$ cat config.mk
export PLATFORM = sky130hd
export DESIGN_NAME = ts_stream_demux
export DESIGN_NICKNAME = d
export VERILOG_FILES = /design/src/rtl/ts_pkg.sv /design/src/rtl/ts_sync_lock.sv /design/src/rtl/ts_stream_demux.sv
export SDC_FILE = /design/constraint.sdc
export NUM_CORES = 1
export LEC_CHECK = 0
export ABC_AREA = 1
export BUFFER_PORTS_ARGS = -buffer_cell sky130_fd_sc_hd__buf_2
export CAP_MARGIN = 20
export CELL_PAD_IN_SITES_DETAIL_PLACEMENT = 2
export CELL_PAD_IN_SITES_GLOBAL_PLACEMENT = 2
export CORE_MARGIN = 5
export CORE_UTILIZATION = 31
export DETAILED_ROUTE_END_ITERATION = 12
export PLACE_DENSITY = 0.9
export SETUP_SLACK_MARGIN = 0.15
export SYNTH_ARGS = -nofsm -noshare
export SYNTH_HDL_FRONTEND = slang
export SYNTH_SLANG_ARGS = --single-unit
$ cat constraint.sdc
create_clock -name clk1 -period 3.1 [get_ports clk1]
set_input_delay 0.155 -clock clk1 [delete_from_list [all_inputs] [get_ports clk1]]
set_output_delay 0.155 -clock clk1 [all_outputs]
set_load 0.02 [all_outputs]
$ cat src/rtl/ts_pkg.sv
// Shared constants and types for the TS stream receive path.
package ts_pkg;

    localparam int unsigned TS_PKT_LEN   = 188;
    localparam logic [7:0]  TS_SYNC_BYTE = 8'h47;

    // Field positions within the stream word {valid, sync, data[7:0]}
    localparam int unsigned VALID_BIT = 9;
    localparam int unsigned SYNC_BIT  = 8;

    typedef enum logic [1:0] {
        HUNT,
        VERIFY,
        LOCKED
    } ts_state_e;

endpackage

$ cat src/rtl/ts_sync_lock.sv
// Packet lock FSM: tracks the byte index, counts good/bad sync bytes and flags
// which accepted bytes are forwarded and which count as sync errors.
module ts_sync_lock
    import ts_pkg::*;
#(
    parameter int unsigned DATA_WIDTH = 9,
    parameter int unsigned PKT_LEN    = TS_PKT_LEN,
    parameter logic [7:0]  SYNC_BYTE  = TS_SYNC_BYTE,
    parameter int unsigned LOCK_CNT   = 3,
    parameter int unsigned UNLOCK_CNT = 3
) (
    input  logic                clk1,
    input  logic                rst,
    input  logic [DATA_WIDTH:0] data_in,
    output logic                locked,
    output logic                pkt_start,
    output logic                sync_good,
    output logic                fwd_en,
    output logic                err_pulse
);

    localparam int unsigned IDX_W   = $clog2(PKT_LEN);
    localparam int unsigned MAX_CNT = (LOCK_CNT > UNLOCK_CNT) ? LOCK_CNT : UNLOCK_CNT;
    localparam int unsigned CNT_W   = $clog2(MAX_CNT + 1);

    ts_state_e        state_q, state_d;
    logic [IDX_W-1:0] idx_q, idx_d, idx_inc;
    logic [CNT_W-1:0] good_q, good_d, good_inc;
    logic [CNT_W-1:0] bad_q, bad_d, bad_inc;
    logic             accept, flag, byte_ok, at_zero;

    always_comb begin
        accept   = data_in[VALID_BIT];
        flag     = data_in[SYNC_BIT];
        byte_ok  = flag && (data_in[7:0] == SYNC_BYTE);
        at_zero  = (idx_q == '0);
        idx_inc  = (idx_q == IDX_W'(PKT_LEN - 1)) ? '0 : idx_q + 1'b1;
        good_inc = good_q + 1'b1;
        bad_inc  = bad_q + 1'b1;

        state_d   = state_q;
        idx_d     = idx_q;
        good_d    = good_q;
        bad_d     = bad_q;
        fwd_en    = 1'b0;
        pkt_start = 1'b0;
        err_pulse = 1'b0;
        sync_good = at_zero && byte_ok;

        if (accept) begin
            unique case (state_q)
                HUNT: begin
                    if (byte_ok) begin
                        state_d = VERIFY;
                        good_d  = CNT_W'(1);
                        idx_d   = IDX_W'(1);
                    end
                end
                VERIFY: begin
                    idx_d = idx_inc;
                    if (at_zero) begin
                        if (byte_ok) begin
                            good_d = good_inc;
                            // The byte that completes lock is already forwarded.
                            if (good_inc == CNT_W'(LOCK_CNT)) begin
                                state_d   = LOCKED;
                                bad_d     = '0;
                                fwd_en    = 1'b1;
                                pkt_start = 1'b1;
                            end
                        end else begin
                            state_d = HUNT;
                        end
                    end
                end
                LOCKED: begin
                    idx_d     = idx_inc;
                    fwd_en    = 1'b1;
                    pkt_start = at_zero;
                    if (at_zero) begin
                        if (byte_ok) begin
                            bad_d = '0;
                        end else begin
                            bad_d     = bad_inc;
                            err_pulse = 1'b1;
                            if (bad_inc == CNT_W'(UNLOCK_CNT)) begin
                                state_d = HUNT;
                            end
                        end
                    end else if (flag) begin
                        err_pulse = 1'b1;
                    end
                end
                default: state_d = HUNT;
            endcase
        end
    end

    always_ff @(posedge clk1) begin
        if (rst) begin
            state_q <= HUNT;
            idx_q   <= '0;
            good_q  <= '0;
            bad_q   <= '0;
        end else begin
            state_q <= state_d;
            idx_q   <= idx_d;
            good_q  <= good_d;
            bad_q   <= bad_d;
        end
    end

    assign locked = (state_q == LOCKED);

endmodule

$ cat src/rtl/ts_stream_demux.sv
// Demultiplexes a locked TS byte stream onto four per-channel byte interfaces.
// Define TS_ERR_CNT_EN to build the saturating sync-error counter.
module ts_stream_demux
    import ts_pkg::*;
#(
    parameter int unsigned DATA_WIDTH = 9,
    parameter int unsigned PKT_LEN    = TS_PKT_LEN,
    parameter logic [7:0]  SYNC_BYTE  = TS_SYNC_BYTE,
    parameter int unsigned LOCK_CNT   = 3,
    parameter int unsigned UNLOCK_CNT = 3
) (
    input  logic                clk1,
    input  logic                rst,
    input  logic [DATA_WIDTH:0] data_in,
    input  logic [1:0]          ch_sel,
    output logic [7:0]          data_s1,
    output logic [7:0]          data_s2,
    output logic [7:0]          data_s3,
    output logic [7:0]          data_s4,
    output logic [3:0]          valid_out,
    output logic [3:0]          sync_out,
    output logic                locked,
    output logic [15:0]         pkt_err_cnt
);

    logic            pkt_start, sync_good, fwd_en, err_pulse;
    logic [1:0]      ch_act_q, ch_act_d;
    logic [3:0][7:0] data_q, data_d;
    logic [3:0]      valid_q, valid_d;
    logic [3:0]      sync_q, sync_d;

    ts_sync_lock #(
        .DATA_WIDTH (DATA_WIDTH),
        .PKT_LEN    (PKT_LEN),
        .SYNC_BYTE  (SYNC_BYTE),
        .LOCK_CNT   (LOCK_CNT),
        .UNLOCK_CNT (UNLOCK_CNT)
    ) u_sync_lock (
        .clk1      (clk1),
        .rst       (rst),
        .data_in   (data_in),
        .locked    (locked),
        .pkt_start (pkt_start),
        .sync_good (sync_good),
        .fwd_en    (fwd_en),
        .err_pulse (err_pulse)
    );

    // The index-0 byte already goes to the newly selected channel.
    always_comb begin
        ch_act_d = pkt_start ? ch_sel : ch_act_q;
        data_d   = data_q;
        valid_d  = '0;
        sync_d   = '0;
        if (fwd_en) begin
            data_d[ch_act_d]  = data_in[7:0];
            valid_d[ch_act_d] = 1'b1;
            sync_d[ch_act_d]  = pkt_start && sync_good;
        end
    end

    always_ff @(posedge clk1) begin
        if (rst) begin
            ch_act_q <= '0;
            data_q   <= '0;
            valid_q  <= '0;
            sync_q   <= '0;
        end else begin
            ch_act_q <= ch_act_d;
            data_q   <= data_d;
            valid_q  <= valid_d;
            sync_q   <= sync_d;
        end
    end

    assign data_s1   = data_q[0];
    assign data_s2   = data_q[1];
    assign data_s3   = data_q[2];
    assign data_s4   = data_q[3];
    assign valid_out = valid_q;
    assign sync_out  = sync_q;

`ifdef TS_ERR_CNT_EN
    logic [15:0] err_cnt_q;

    always_ff @(posedge clk1) begin
        if (rst) begin
            err_cnt_q <= '0;
        end else if (err_pulse && (err_cnt_q != 16'hFFFF)) begin
            err_cnt_q <= err_cnt_q + 16'd1;
        end
    end

    assign pkt_err_cnt = err_cnt_q;
`else
    logic unused_err_pulse;

    assign unused_err_pulse = err_pulse;
    assign pkt_err_cnt      = 16'h0;
`endif

endmodule
==> flow_summary.json <==
{
  "grt_pass1_vias": 3005,
  "dp_hpwl_microns": 6730,
  "first_pass_iters": 4,
  "antenna_found_initial": 0,
  "syn_inst": 382,
  "syn_area_sq_um": 2800,
  "tightest_slew_ns": 0.708,
  "power.internal_mw": 0.923,
  "cts_resized": 0,
  "critPathBufInv": 3,
  "cts_buffer_depth": 2,
  "dieWidth_microns": 105,
  "path_class": "reg2reg",
  "antenna_cells": 0,
  "p_per_area_nw_per_um2": 404,
  "syn_area_per_cell_sq_um": 7.34,
  "path_cells": "inv_1, ha_1, inv_1, nor3_4, nand3_2, nor2_1, nor2_1, nor2_4, buf_4, nand4_1, nand2_1, nor2_1",
  "p_sw_mw": 0.365,
  "p_leak_nw": 1.46,
  "boundaryPins": 71,
  "cts_hold_buf": 0,
  "drive_gt1_frac": 0.217,
  "ant_nets": 0,
  "regArea_sq_um": 1120,
  "vias_per_cell": 5.01,
  "p_comb_frac": 0.108,
  "yosysSeqAreaShare": 0.400,
  "maxCapViolations": 0,
  "hold_violations": 0,
  "grt_usage": 0.165,
  "critPathSlowestCell": "nor2_4",
  "core_sq_um": 8760,
  "cts_made_buffers": 5,
  "start_util": 0.320,
  "clk_pin_slew_worst_paths_ns": 0.11,
  "cp_max_fo": 23,
  "postCtsSetupBuffers": 0,
  "rsz0062_at_grt": "false",
  "cts.htree.levels": 2,
  "cts_tree": "done",
  "max-vdd-ir-drop_v": 0.000160,
  "die_h_microns": 105,
  "tns_ns": 0,
  "placementRows": 34,
  "yosysWarnings": 0,
  "ys_types": 31,
  "crit_path_frequent_cell": "nor2_1",
  "maxSlewViolCount": 0,
  "globalplace.congestion": 0.767,
  "seq_power_share": 0.566,
  "slowest_delay_ns": 0.47,
  "min_period_ns": 2.40,
  "grt_pass1_wl_microns": 15000,
  "status": "finished clean",
  "max_freq_mhz": 416,
  "root_buffer": "clkbuf_8",
  "synth-seq-cells": 56,
  "wirelength_microns": 8790,
  "multi_input_area_sq_um": 1400,
  "avgRoutedWirePerCell_microns": 16.2,
  "setup_violations": 0,
  "cts_num_sinks": 56,
  "worst_setup_path_end_kind": "flip-flop",
  "grt_max_degree": 24,
  "die_area_sq_um": 11000,
  "fin_nets": 454,
  "fin_util": 0.364,
  "skew_ns": 0.00771,
  "path_delay_family": "simple AND/OR/NAND/NOR gates",
  "relSlewSlack": 0.527,
  "post-route-period-util": 0.775,
  "grt-ovfl-total": 0,
  "io_buffers": 54,
  "hold_class": "in2reg",
  "worstPathArrival_ns": 2.63,
  "worstSetupStartpointType": "flip-flop",
  "critPathRequiredTime_ns": 3.32,
  "drc": 0,
  "insertion_delay_ns": 0.32,
  "area_delta_synth_final_pct": 13.7,
  "p_clk_frac": 0.326,
  "drtIter0Drc": 82,
  "vias": 2716,
  "nFillCells": 1051,
  "p_sw_frac": 0.284
}
## power by group through the flow
stage / logic [mW] / clock network (mW) / registers, mW
after floorplan: 0.111 / 0 / 0.744
after global placement: 0.131 / 0 / 0.745
after detailed placement: 0.137 / 0 / 0.745
after CTS: 0.140 / 0.433 / 0.729
after global routing: 0.157 / 0.459 / 0.730
final: 0.139 / 0.420 / 0.729
## cell usage in the layout, fill, tap and decap left out, types with 5 or more instances in the layout
master	synthesis	routed
conb_1	1	16
nand3_1	11	11
ha_1	7	7
nand4_1	34	34
o21ai_0	14	14
nand2_1	63	63
buf_2	5	54
inv_1	30	30
nand2_2	5	5
nor2_1	87	87
nor3_1	7	7
clkbuf_8	0	5
inv_2	7	7
a21oi_1	7	7
dfxtp_1	56	56
## area by class of cell
class | instances | share of cell area
clock buffers | 6 | 0.0228
flip-flops and latches | 56 | 0.352
multi-input cells | 275 | 0.440
repair buffers | 58 | 0.0942
inverters | 37 | 0.0436
well taps | 108 | 0.0424
clock inverters | 2 | 0.00510
## flip-flops by register name (all words and copies together), names as in the netlist
signal and count:
ch_act_q 2, data_s1 8, data_s2 8, data_s3 8
data_s4 8, sync_out 4, u_sync_lock.bad_q 2, u_sync_lock.good_q 2
u_sync_lock.idx_q 8, u_sync_lock.state_q 2, valid_out 4
## logic make-up after synthesis
logic type,share of synthesized area
simple gates,0.394
buf+inv,0.120
flops,0.400
compound gates,0.0535
fa+ha+maj,0.0312
other cells,0.00134
## routing by layer
layer / share of wire / wire length (microns) / up-vias / track usage
met3: 0.041 / 363 / 12 / 0.0333
li1: - / - / 1302 / -
met4: 0.015 / 135 / 0 / 0.0447
met5: 0 / 0 / - / 0
met2: 0.51 / 4470 / 70 / 0.296
met1: 0.43 / 3820 / 1332 / 0.199
## synth_stat cells
cell,instances,share of area
o21ai_0,14,0.025
nor2_4,3,0.012
nand3_1,11,0.020
inv_1,30,0.040
nand3b_1,1,0.0027
nor3_4,1,0.0058
a21oi_1,7,0.012
inv_2,7,0.0094
or3_1,1,0.0022
conb_1,1,0.0013
a31oi_1,1,0.0022
nor2_2,3,0.0067
nand4_2,1,0.0045
buf_1,2,0.0027
nand2_1,63,0.084
nor2_8,2,0.014
buf_2,5,0.0089
o21ai_4,1,0.0058
nor2_1,87,0.12
nor3b_1,1,0.0027
buf_4,16,0.043
nand4_1,34,0.076
dfxtp_1,56,0.40
clkbuf_1,3,0.0040
nand3_2,2,0.0071
a211oi_1,3,0.0080
buf_6,3,0.012
nor3_1,7,0.012
nand2_2,5,0.011
ha_1,7,0.031
nand2_4,4,0.016
## worst paths after layout
check	startpoint	end	slack, ns	cells after the start
setup / recovery	u_sync_lock.idx_q[0]	data_s3[5]	0.70	12
hold / removal	rst	valid_out[2]	0.14	2
setup reg to reg	u_sync_lock.idx_q[0]	data_s3[5]	0.70	12
hold reg to reg	data_s2[1]	data_s2[1]	0.49	2
## through the flow
| stage | hold slack, ns | power, mW | cell area [sq um] | worst slack [ns] | instances |
|---|---|---|---|---|---|
| finish | 0.140 | 1.29 | 3190 | 0.696 | 542 |
| global route | 0.144 | 1.35 | 3190 | 0.497 | 542 |
| CTS | 0.142 | 1.30 | 3190 | 0.687 | 542 |
| detailed placement | 0.478 | 0.883 | 3100 | 0.782 | 534 |
| global placement | 0.458 | 0.875 | 3100 | 0.961 | 534 |
| floorplan | 0.398 | 0.855 | 2860 | 1.31 | 397 |
Note: power is estimated with default switching activity, not from simulation.
